[config.mk]
export PLATFORM = sky130hd
export DESIGN_NAME = bit_serializer_tx
export DESIGN_NICKNAME = d
export VERILOG_FILES = /design/src/rtl/bit_serializer_tx.sv
export SDC_FILE = /design/constraint.sdc
export NUM_CORES = 1
export LEC_CHECK = 0
export ABC_AREA = 0
export BUFFER_PORTS_ARGS = -buffer_cell sky130_fd_sc_hd__clkbuf_2
export CAP_MARGIN = 25
export CORE_UTILIZATION = 45
export CTS_BUF_LIST = sky130_fd_sc_hd__clkbuf_4 sky130_fd_sc_hd__clkbuf_8 sky130_fd_sc_hd__clkbuf_16
export DETAILED_ROUTE_END_ITERATION = 10
export GPL_TIMING_DRIVEN = 0
export PLACE_DENSITY_LB_ADDON = 0.05
export SYNTH_ARGS = -nofsm -noshare
export SYNTH_HDL_FRONTEND = slang
export SYNTH_SLANG_ARGS = --single-unit
[constraint.sdc]
create_clock -name clk -period 2.18 [get_ports clk]
set_clock_uncertainty 0.15 [all_clocks]
set_input_delay 0.218 -clock clk [delete_from_list [all_inputs] [get_ports clk]]
set_output_delay 0.218 -clock clk [all_outputs]
set_load 0.02 [all_outputs]
[src/rtl/bit_serializer_tx.sv]
// Parallel-to-serial transmitter: accepts WIDTH-bit words over valid/ready and shifts
// them out one bit per clock, with a one-word holding buffer for gap-free streaming.
module bit_serializer_tx #(
   parameter int   WIDTH     = 8,
   parameter int   MSB_FIRST = 1,
   parameter logic IDLE_BIT  = 1'b0
) (
   input  logic             clk,
   input  logic             rst,
   input  logic [WIDTH-1:0] din,
   input  logic             din_valid,
   output logic             din_ready,
   output logic             x,
   output logic             x_valid,
   output logic             frame_start,
   output logic             last_bit,
   output logic             busy
);

   localparam int CW = (WIDTH > 1) ? $clog2(WIDTH) : 1;
   localparam logic [CW-1:0] LAST_CNT = CW'(WIDTH - 1);

   typedef enum logic {
      ST_IDLE  = 1'b0,
      ST_SHIFT = 1'b1
   } state_t;

   state_t           state_q, state_d;
   logic [WIDTH-1:0] shift_q, shift_d;
   logic [CW-1:0]    cnt_q, cnt_d;
   logic [WIDTH-1:0] hold_q, hold_d;
   logic             hold_full_q, hold_full_d;
   logic             x_q, x_d;
   logic             x_valid_q, x_valid_d;
   logic             fs_q, fs_d;
   logic             lb_q, lb_d;
   logic             accept_s;
   logic             load_s;
   logic [WIDTH-1:0] load_word_s;

   function automatic logic first_bit(input logic [WIDTH-1:0] w);
      if (MSB_FIRST != 0) begin
         return w[WIDTH-1];
      end else begin
         return w[0];
      end
   endfunction

   function automatic logic [WIDTH-1:0] shift_word(input logic [WIDTH-1:0] w);
      if (MSB_FIRST != 0) begin
         return {w[WIDTH-2:0], 1'b0};
      end else begin
         return {1'b0, w[WIDTH-1:1]};
      end
   endfunction

   assign din_ready   = !hold_full_q && !rst;
   assign accept_s    = din_valid && din_ready;
   assign x           = x_q;
   assign x_valid     = x_valid_q;
   assign frame_start = fs_q;
   assign last_bit    = lb_q;
   assign busy        = (state_q == ST_SHIFT) || hold_full_q;

   // Next-state: shift, buffer fill/drain, and loading of the next word into the shifter
   always_comb begin
      state_d     = state_q;
      shift_d     = shift_q;
      cnt_d       = cnt_q;
      hold_d      = hold_q;
      hold_full_d = hold_full_q;
      x_d         = IDLE_BIT;
      x_valid_d   = 1'b0;
      fs_d        = 1'b0;
      lb_d        = 1'b0;
      load_s      = 1'b0;
      load_word_s = din;

      case (state_q)
         ST_IDLE: begin
            if (accept_s) begin
               load_s = 1'b1;
            end else begin
               state_d = ST_IDLE;
            end
         end
         ST_SHIFT: begin
            if (cnt_q != LAST_CNT) begin
               cnt_d     = cnt_q + CW'(1);
               x_d       = first_bit(shift_q);
               shift_d   = shift_word(shift_q);
               x_valid_d = 1'b1;
               lb_d      = (cnt_d == LAST_CNT);
               if (accept_s) begin
                  hold_d      = din;
                  hold_full_d = 1'b1;
               end else begin
                  hold_full_d = hold_full_q;
               end
            end else if (hold_full_q) begin
               // buffered word has priority; din_ready was low so no accept can collide
               load_s      = 1'b1;
               load_word_s = hold_q;
               hold_full_d = 1'b0;
            end else if (accept_s) begin
               load_s = 1'b1;
            end else begin
               state_d = ST_IDLE;
            end
         end
         default: begin
            state_d = ST_IDLE;
         end
      endcase

      if (load_s) begin
         state_d   = ST_SHIFT;
         cnt_d     = '0;
         x_d       = first_bit(load_word_s);
         shift_d   = shift_word(load_word_s);
         x_valid_d = 1'b1;
         fs_d      = 1'b1;
         lb_d      = 1'b0;
      end else begin
         fs_d = 1'b0;
      end
   end

   // State and output registers with synchronous reset
   always_ff @(posedge clk) begin
      if (rst) begin
         state_q     <= ST_IDLE;
         shift_q     <= '0;
         cnt_q       <= '0;
         hold_q      <= '0;
         hold_full_q <= 1'b0;
         x_q         <= IDLE_BIT;
         x_valid_q   <= 1'b0;
         fs_q        <= 1'b0;
         lb_q        <= 1'b0;
      end else begin
         state_q     <= state_d;
         shift_q     <= shift_d;
         cnt_q       <= cnt_d;
         hold_q      <= hold_d;
         hold_full_q <= hold_full_d;
         x_q         <= x_d;
         x_valid_q   <= x_valid_d;
         fs_q        <= fs_d;
         lb_q        <= lb_d;
      end
   end

endmodule

==> results of run 1 <==
how the worst max path moves through the flow:
stage | from | to | slack, ns | cells past startpoint
floorplan | cnt_q[0] | shift_q[2] | 0.15 | 7
global placement | cnt_q[0] | shift_q[5] | -0.01 | 7
detailed placement | cnt_q[0] | shift_q[2] | -0.03 | 7
CTS | cnt_q[0] | shift_q[2] | 0.05 | 8
global route | cnt_q[1] | shift_q[2] | 0.0009 | 8
finish | cnt_q[1] | shift_q[5] | 0.13 | 8
per-stage QoR:
stage / cells / cell area (sq um) / setup WS [ns] / utilization / TNS, ns
final: 155 / 1310 / 0.132 / 0.577 / 0
after global routing: 155 / 1310 / 0.000917 / 0.577 / 0
after CTS: 155 / 1300 / 0.0520 / 0.572 / 0
after detailed placement: 146 / 1220 / -0.0257 / 0.537 / -0.0936
after global placement: 146 / 1220 / -0.0134 / 0.537 / -0.0407
after floorplan: 102 / 1110 / 0.149 / - / 0
logic make-up after synthesis:
family,Yosys count,share of synthesized area
mux,23,0.225
simple gates,30,0.150
fa+ha+maj,3,0.0339
xor+xnor,1,0.00791
flops,24,0.434
buf+inv,7,0.0407
compound gates,14,0.108
power breakdown:
group,internal [uW],switching (uW),total [uW]
clock,64.5,127,191
sequential,461,9.79,470
combinational,76.9,74.0,151
total,602,210,813
layer usage:
metal	up-vias	part of all wire	GRT usage
met5	-	0	0
met2	16	0.44	0.271
met1	366	0.49	0.227
met3	4	0.047	0.0292
li1	407	-	-
met4	0	0.018	0.104
flip-flops by register name, indices dropped and copies added (netlist names):
register,cells
hold_q,8
shift_q,7
cnt_q,3
frame_start,1
hold_full_q,1
last_bit,1
state_q,1
x,1
x_valid,1
critical path: cells and delay by family, from the launching register on:
| family | cells | cell delay, ns |
|---|---|---|
| compound gates | 2 | 0.39 |
| fa+ha+maj | 2 | 0.39 |
| buf+inv | 2 | 0.29 |
| flops | 1 | 0.37 |
| mux | 1 | 0.32 |
| simple gates | 1 | 0.05 |
Yosys cell counts (3+ instances only):
master / count / area, sq um
mux2_2: 11 / 124
mux2i_1: 11 / 110
nor2_1: 15 / 56.3
a22o_1: 6 / 52.6
nand2b_1: 3 / 18.8
inv_1: 3 / 11.3
dfxtp_1: 24 / 480
ha_1: 3 / 37.5
nor2b_1: 3 / 18.8
cell type report:
class / count / area [sq um] / area share
plain buffers: 4 / 33.8 / 0.0257
multi-input cells: 71 / 594 / 0.452
well taps: 28 / 35.0 / 0.0267
flip-flops and latches: 24 / 482 / 0.367
repair buffers: 22 / 135 / 0.103
clock buffers: 3 / 22.5 / 0.0171
inverters: 3 / 11.3 / 0.00857
repair_timing:
| item | 4_1_cts | 5_1_grt |
|---|---|---|
| pin swaps | 1 | 0 |
| setup endpoints to repair | 5 | 6 |
| gates resized for setup | 1 | 2 |
| hold endpoints to repair | 4 | 0 |
| buffers inserted | 2 | 0 |
| hold buffers | 4 | 0 |
==> results.json, run 1 <==
{
  "clk_latency_ns": 0.31,
  "synth-main-ff-cell": "dfxtp_1",
  "path_cells": "ha_1 -> ha_4 -> nor2b_4 -> buf_6 -> a211oi_4 -> buf_4 -> mux2_2 -> a22o_1",
  "avgSynthCellArea_sq_um": 10.9,
  "rows": 17,
  "holdWs_ns": 0.00965,
  "async_flop_share": 0,
  "clkTransAtPathRegs_ns": 0.13,
  "ant_nets": 0,
  "min_period_ns": 2.05,
  "drtIter0Drc": 10,
  "min_to": "hold_q[1]",
  "syn_to_final_growth_pct": 18.6,
  "antenna_found_initial": 0,
  "crit_path_start_kind": "flip-flop",
  "rrSetupSlack_ns": 0.13,
  "hold_class": "primary input to flip-flop",
  "crit_arrival_ns": 2.11,
  "dpl.hpwl_um": 1360,
  "final-max-slew-violation-count": 0,
  "slew_headroom": 0.613,
  "layout_common_cells": "23 x dfxtp_1, 16 x clkbuf_2, 15 x nor2_1, 11 x mux2i_1, 11 x mux2_2",
  "p_leak_uw": 0.000617,
  "crit_path_end_kind": "flip-flop",
  "dieHeight_um": 51.6,
  "power_uw": 813,
  "finalCritPeriodShare": 0.939,
  "setup_viol": 0,
  "fmax_ghz": 0.488,
  "dr.pass1.iters": 4,
  "clk_path_buf_depth": 2,
  "die_area_sq_um": 2660,
  "drc": 0,
  "min_from": "din[1]",
  "drt_wl_total_um": 1950,
  "tightest_slew_ns": 0.580,
  "grt_pass1_vias": 759,
  "grt_pass1_wl_um": 3370,
  "pin_count": 17,
  "grt_max_degree": 13,
  "seq_area_frac_synth": 0.434,
  "antennaDiodeCount": 0,
  "final_common_cell": "dfxtp_1",
  "port_buffers": 16,
  "cp_max_fo": 8,
  "vias_per_cell": 5.12,
  "die_x_um": 51.6,
  "fillers": 198,
  "vdd_drop_max_uv": 420,
  "hold_viol": 0,
  "ys_warn_count": 0,
  "cts_buffers": 3,
  "timing.rr.start": "cnt_q[1]",
  "rsz0062_at_grt": "no",
  "synthCells": 102,
  "final_net_count": 143,
  "maxCapViolations": 0,
  "core_region_area_sq_um": 2280,
  "min_path_cells": 3,
  "grtUsageTotal": 0.175,
  "initial_utilization": 0.487,
  "synth_cell_type_count": 26,
  "cts.sinks": 24,
  "syn_nets": 116,
  "r2r_end": "shift_q[5]",
  "htreeDepth": 1,
  "dr_total_vias": 793,
  "grt.overflow.total": 0,
  "synth_edf_count": 0,
  "cp_slowest_cell": "dfxtp_1",
  "gp_congestion": 0.679,
  "crit_type": "flip-flop to flip-flop",
  "post_drt_wl_per_cell_um": 12.6,
  "power.density_nw_per_um2": 618,
  "worst-endpoint-required_ns": 2.25,
  "layout-drive-gt1-share": 0.354,
  "ys_ff_latch": 24,
  "cts_tree": "yes",
  "syn_area_sq_um": 1110,
  "slowest_delay_ns": 0.37,
  "cts-root-buf": "clkbuf_4",
  "status": "finished, final reports clean",
  "rr_worst_depth": 8
}
Note: power is estimated with default switching activity, not from simulation.
==> run 2, diff against run 1 <==
Settings changed: GPL_TIMING_DRIVEN 0 to 1.
==> results.json, run 2 (same netlist as run 1, synthesis figures left out) <==
{
  "status": "finished, final reports clean",
  "cts-root-buf": "clkbuf_4",
  "maxCapViolations": 0,
  "slew_headroom": 0.681,
  "dpl.hpwl_um": 1400,
  "hold_class": "primary input to flip-flop",
  "fmax_ghz": 0.487,
  "syn_to_final_growth_pct": 20.0,
  "die_x_um": 51.6,
  "utilization": 0.584,
  "clk_latency_ns": 0.31,
  "gp_congestion": 0.711,
  "dp_cells": 143,
  "slowest_delay_ns": 0.39,
  "core_region_area_sq_um": 2280,
  "reg_top3": "hold_q: 8 flops, shift_q: 7 flops, cnt_q: 3 flops",
  "rows": 17,
  "min_period_ns": 2.05,
  "seqPwrFrac": 0.511,
  "pin_count": 17,
  "path_cells": "ha_1 -> ha_2 -> nor2b_4 -> a211oi_4 -> buf_4 -> mux2_2 -> a22o_1",
  "die_area_sq_um": 2660,
  "p_sw_frac": 0.230,
  "drtIter0Drc": 6,
  "setup_viol": 0,
  "tightest_slew_ns": 0.477,
  "cts_buffers": 3,
  "hold_viol": 0,
  "tns_ns": 0,
  "power_uw": 933,
  "dr.pass1.iters": 4,
  "layout-drive-gt1-share": 0.331,
  "grt_max_degree": 17,
  "drt_wl_total_um": 2070,
  "p_leak_uw": 0.000624,
  "worst-endpoint-required_ns": 2.25,
  "internal_power_uw": 718,
  "antennaDiodeCount": 0,
  "grtUsageTotal": 0.192,
  "largest_reg_flops": 8,
  "switching_power_uw": 215,
  "grt.overflow.total": 0,
  "crit_path_end_kind": "flip-flop",
  "vias_per_cell": 5.11,
  "crit_type": "flip-flop to flip-flop",
  "final_common_cell": "dfxtp_1",
  "regMostFlops": "hold_q",
  "rsz0062_at_grt": "no",
  "ant_nets": 0,
  "port_buffers": 16,
  "crit_path_start_kind": "flip-flop",
  "antenna_found_initial": 0,
  "final_net_count": 142,
  "combPwrFrac": 0.149,
  "dr_total_vias": 792,
  "power.density_nw_per_um2": 702,
  "cp_slowest_cell": "dfxtp_1",
  "cp_max_fo": 8,
  "clkTransAtPathRegs_ns": 0.13,
  "dieHeight_um": 51.6,
  "clk_path_buf_depth": 2,
  "cts_tree": "yes",
  "instances_no_fill": 155,
  "post_drt_wl_per_cell_um": 13.3,
  "cts.sinks": 24,
  "power.share.clock": 0.340,
  "final-max-slew-violation-count": 0,
  "grt_pass1_vias": 791,
  "finalCritPeriodShare": 0.942,
  "crit_arrival_ns": 2.13,
  "vdd_drop_max_uv": 681,
  "initial_utilization": 0.487,
  "drc": 0,
  "grt_pass1_wl_um": 3550,
  "layout_common_cells": "24 x dfxtp_1, 16 x clkbuf_2, 15 x nor2_1, 11 x mux2i_1, 11 x mux2_2",
  "htreeDepth": 1
}
-- run 2: cell count changes in the layout (fill, tap and decap cells not counted) --
| cell | previous run | this run |
|---|---|---|
| dlygate4sd3_1 | 4 | 7 |
| buf_6 | 2 | 0 |
| buf_4 | 3 | 2 |
| bufinv_16 | 0 | 1 |
| clkbuf_1 | 1 | 0 |
| dfxtp_1 | 23 | 24 |
| dfxtp_2 | 1 | 0 |
| ha_2 | 0 | 1 |
| ha_4 | 1 | 0 |
-- run 2: power groups by stage --
| stage | Sequential [uW] | Clock (uW) | Combinational [uW] |
|---|---|---|---|
| global placement | 486 | 0 | 124 |
| finish | 477 | 317 | 139 |
| global route | 480 | 352 | 155 |
| detailed placement | 486 | 0 | 128 |
| CTS | 477 | 330 | 138 |
| floorplan | 483 | 0 | 99.7 |
-- run 2: final timing paths --
check	slack, ns	startpoint	endpoint	depth (start not counted)
worst max-delay path	0.13	cnt_q[0]	shift_q[6]	7
worst min-delay path	0.02	din[7]	hold_q[7]	3
worst min register to register	0.33	shift_q[1]	shift_q[1]	2
worst max register to register	0.13	cnt_q[0]	shift_q[6]	7
-- run 2: worst max-delay path: cells and delay by family (launching register included) --
| family | cells | cell delay, ns |
|---|---|---|
| muxes | 1 | 0.34 |
| DFF | 1 | 0.39 |
| and+or+nand+nor | 1 | 0.10 |
| buffers and inverters | 1 | 0.19 |
| AOI/OAI and AO/OA | 2 | 0.38 |
| adders and majority gates | 2 | 0.43 |
-- run 2: cell type report --
| class | instances | area [sq um] |
|---|---|---|
| Tap cell | 28 | 35.0 |
| Sequential cell | 24 | 480 |
| Multi-Input combinational cell | 71 | 584 |
| Fill cell | 207 | 947 |
| Timing Repair Buffer | 25 | 165 |
| Clock inverter | 1 | 30.0 |
| Inverter | 3 | 11.3 |
| Clock buffer | 3 | 22.5 |
-- run 2: timing repair --
| action | CTS | global route |
|---|---|---|
| endpoints found under the hold margin | 7 | 0 |
| hold buffers | 7 | 0 |
| endpoints found under the setup margin | 0 | 5 |
| buffers inserted | 0 | 1 |
| resized for setup | 0 | 1 |
-- run 2: stage by stage --
step | worst slack, ns | hold slack, ns | instance area [sq um]
after detailed placement | 0.0421 | 0.302 | 1200
final | 0.127 | 0.0201 | 1330
after global routing | 0.0468 | 0.0206 | 1330
after global placement | 0.147 | 0.297 | 1200
after floorplan | 0.149 | 0.206 | 1110
after CTS | 0.0412 | 0.0114 | 1320
-- run 2: layer usage --
layer  GRT usage  wire length, um
met5           0                0
met4       0.108               47
met3      0.0614               78
met2       0.314              992
met1       0.218              948
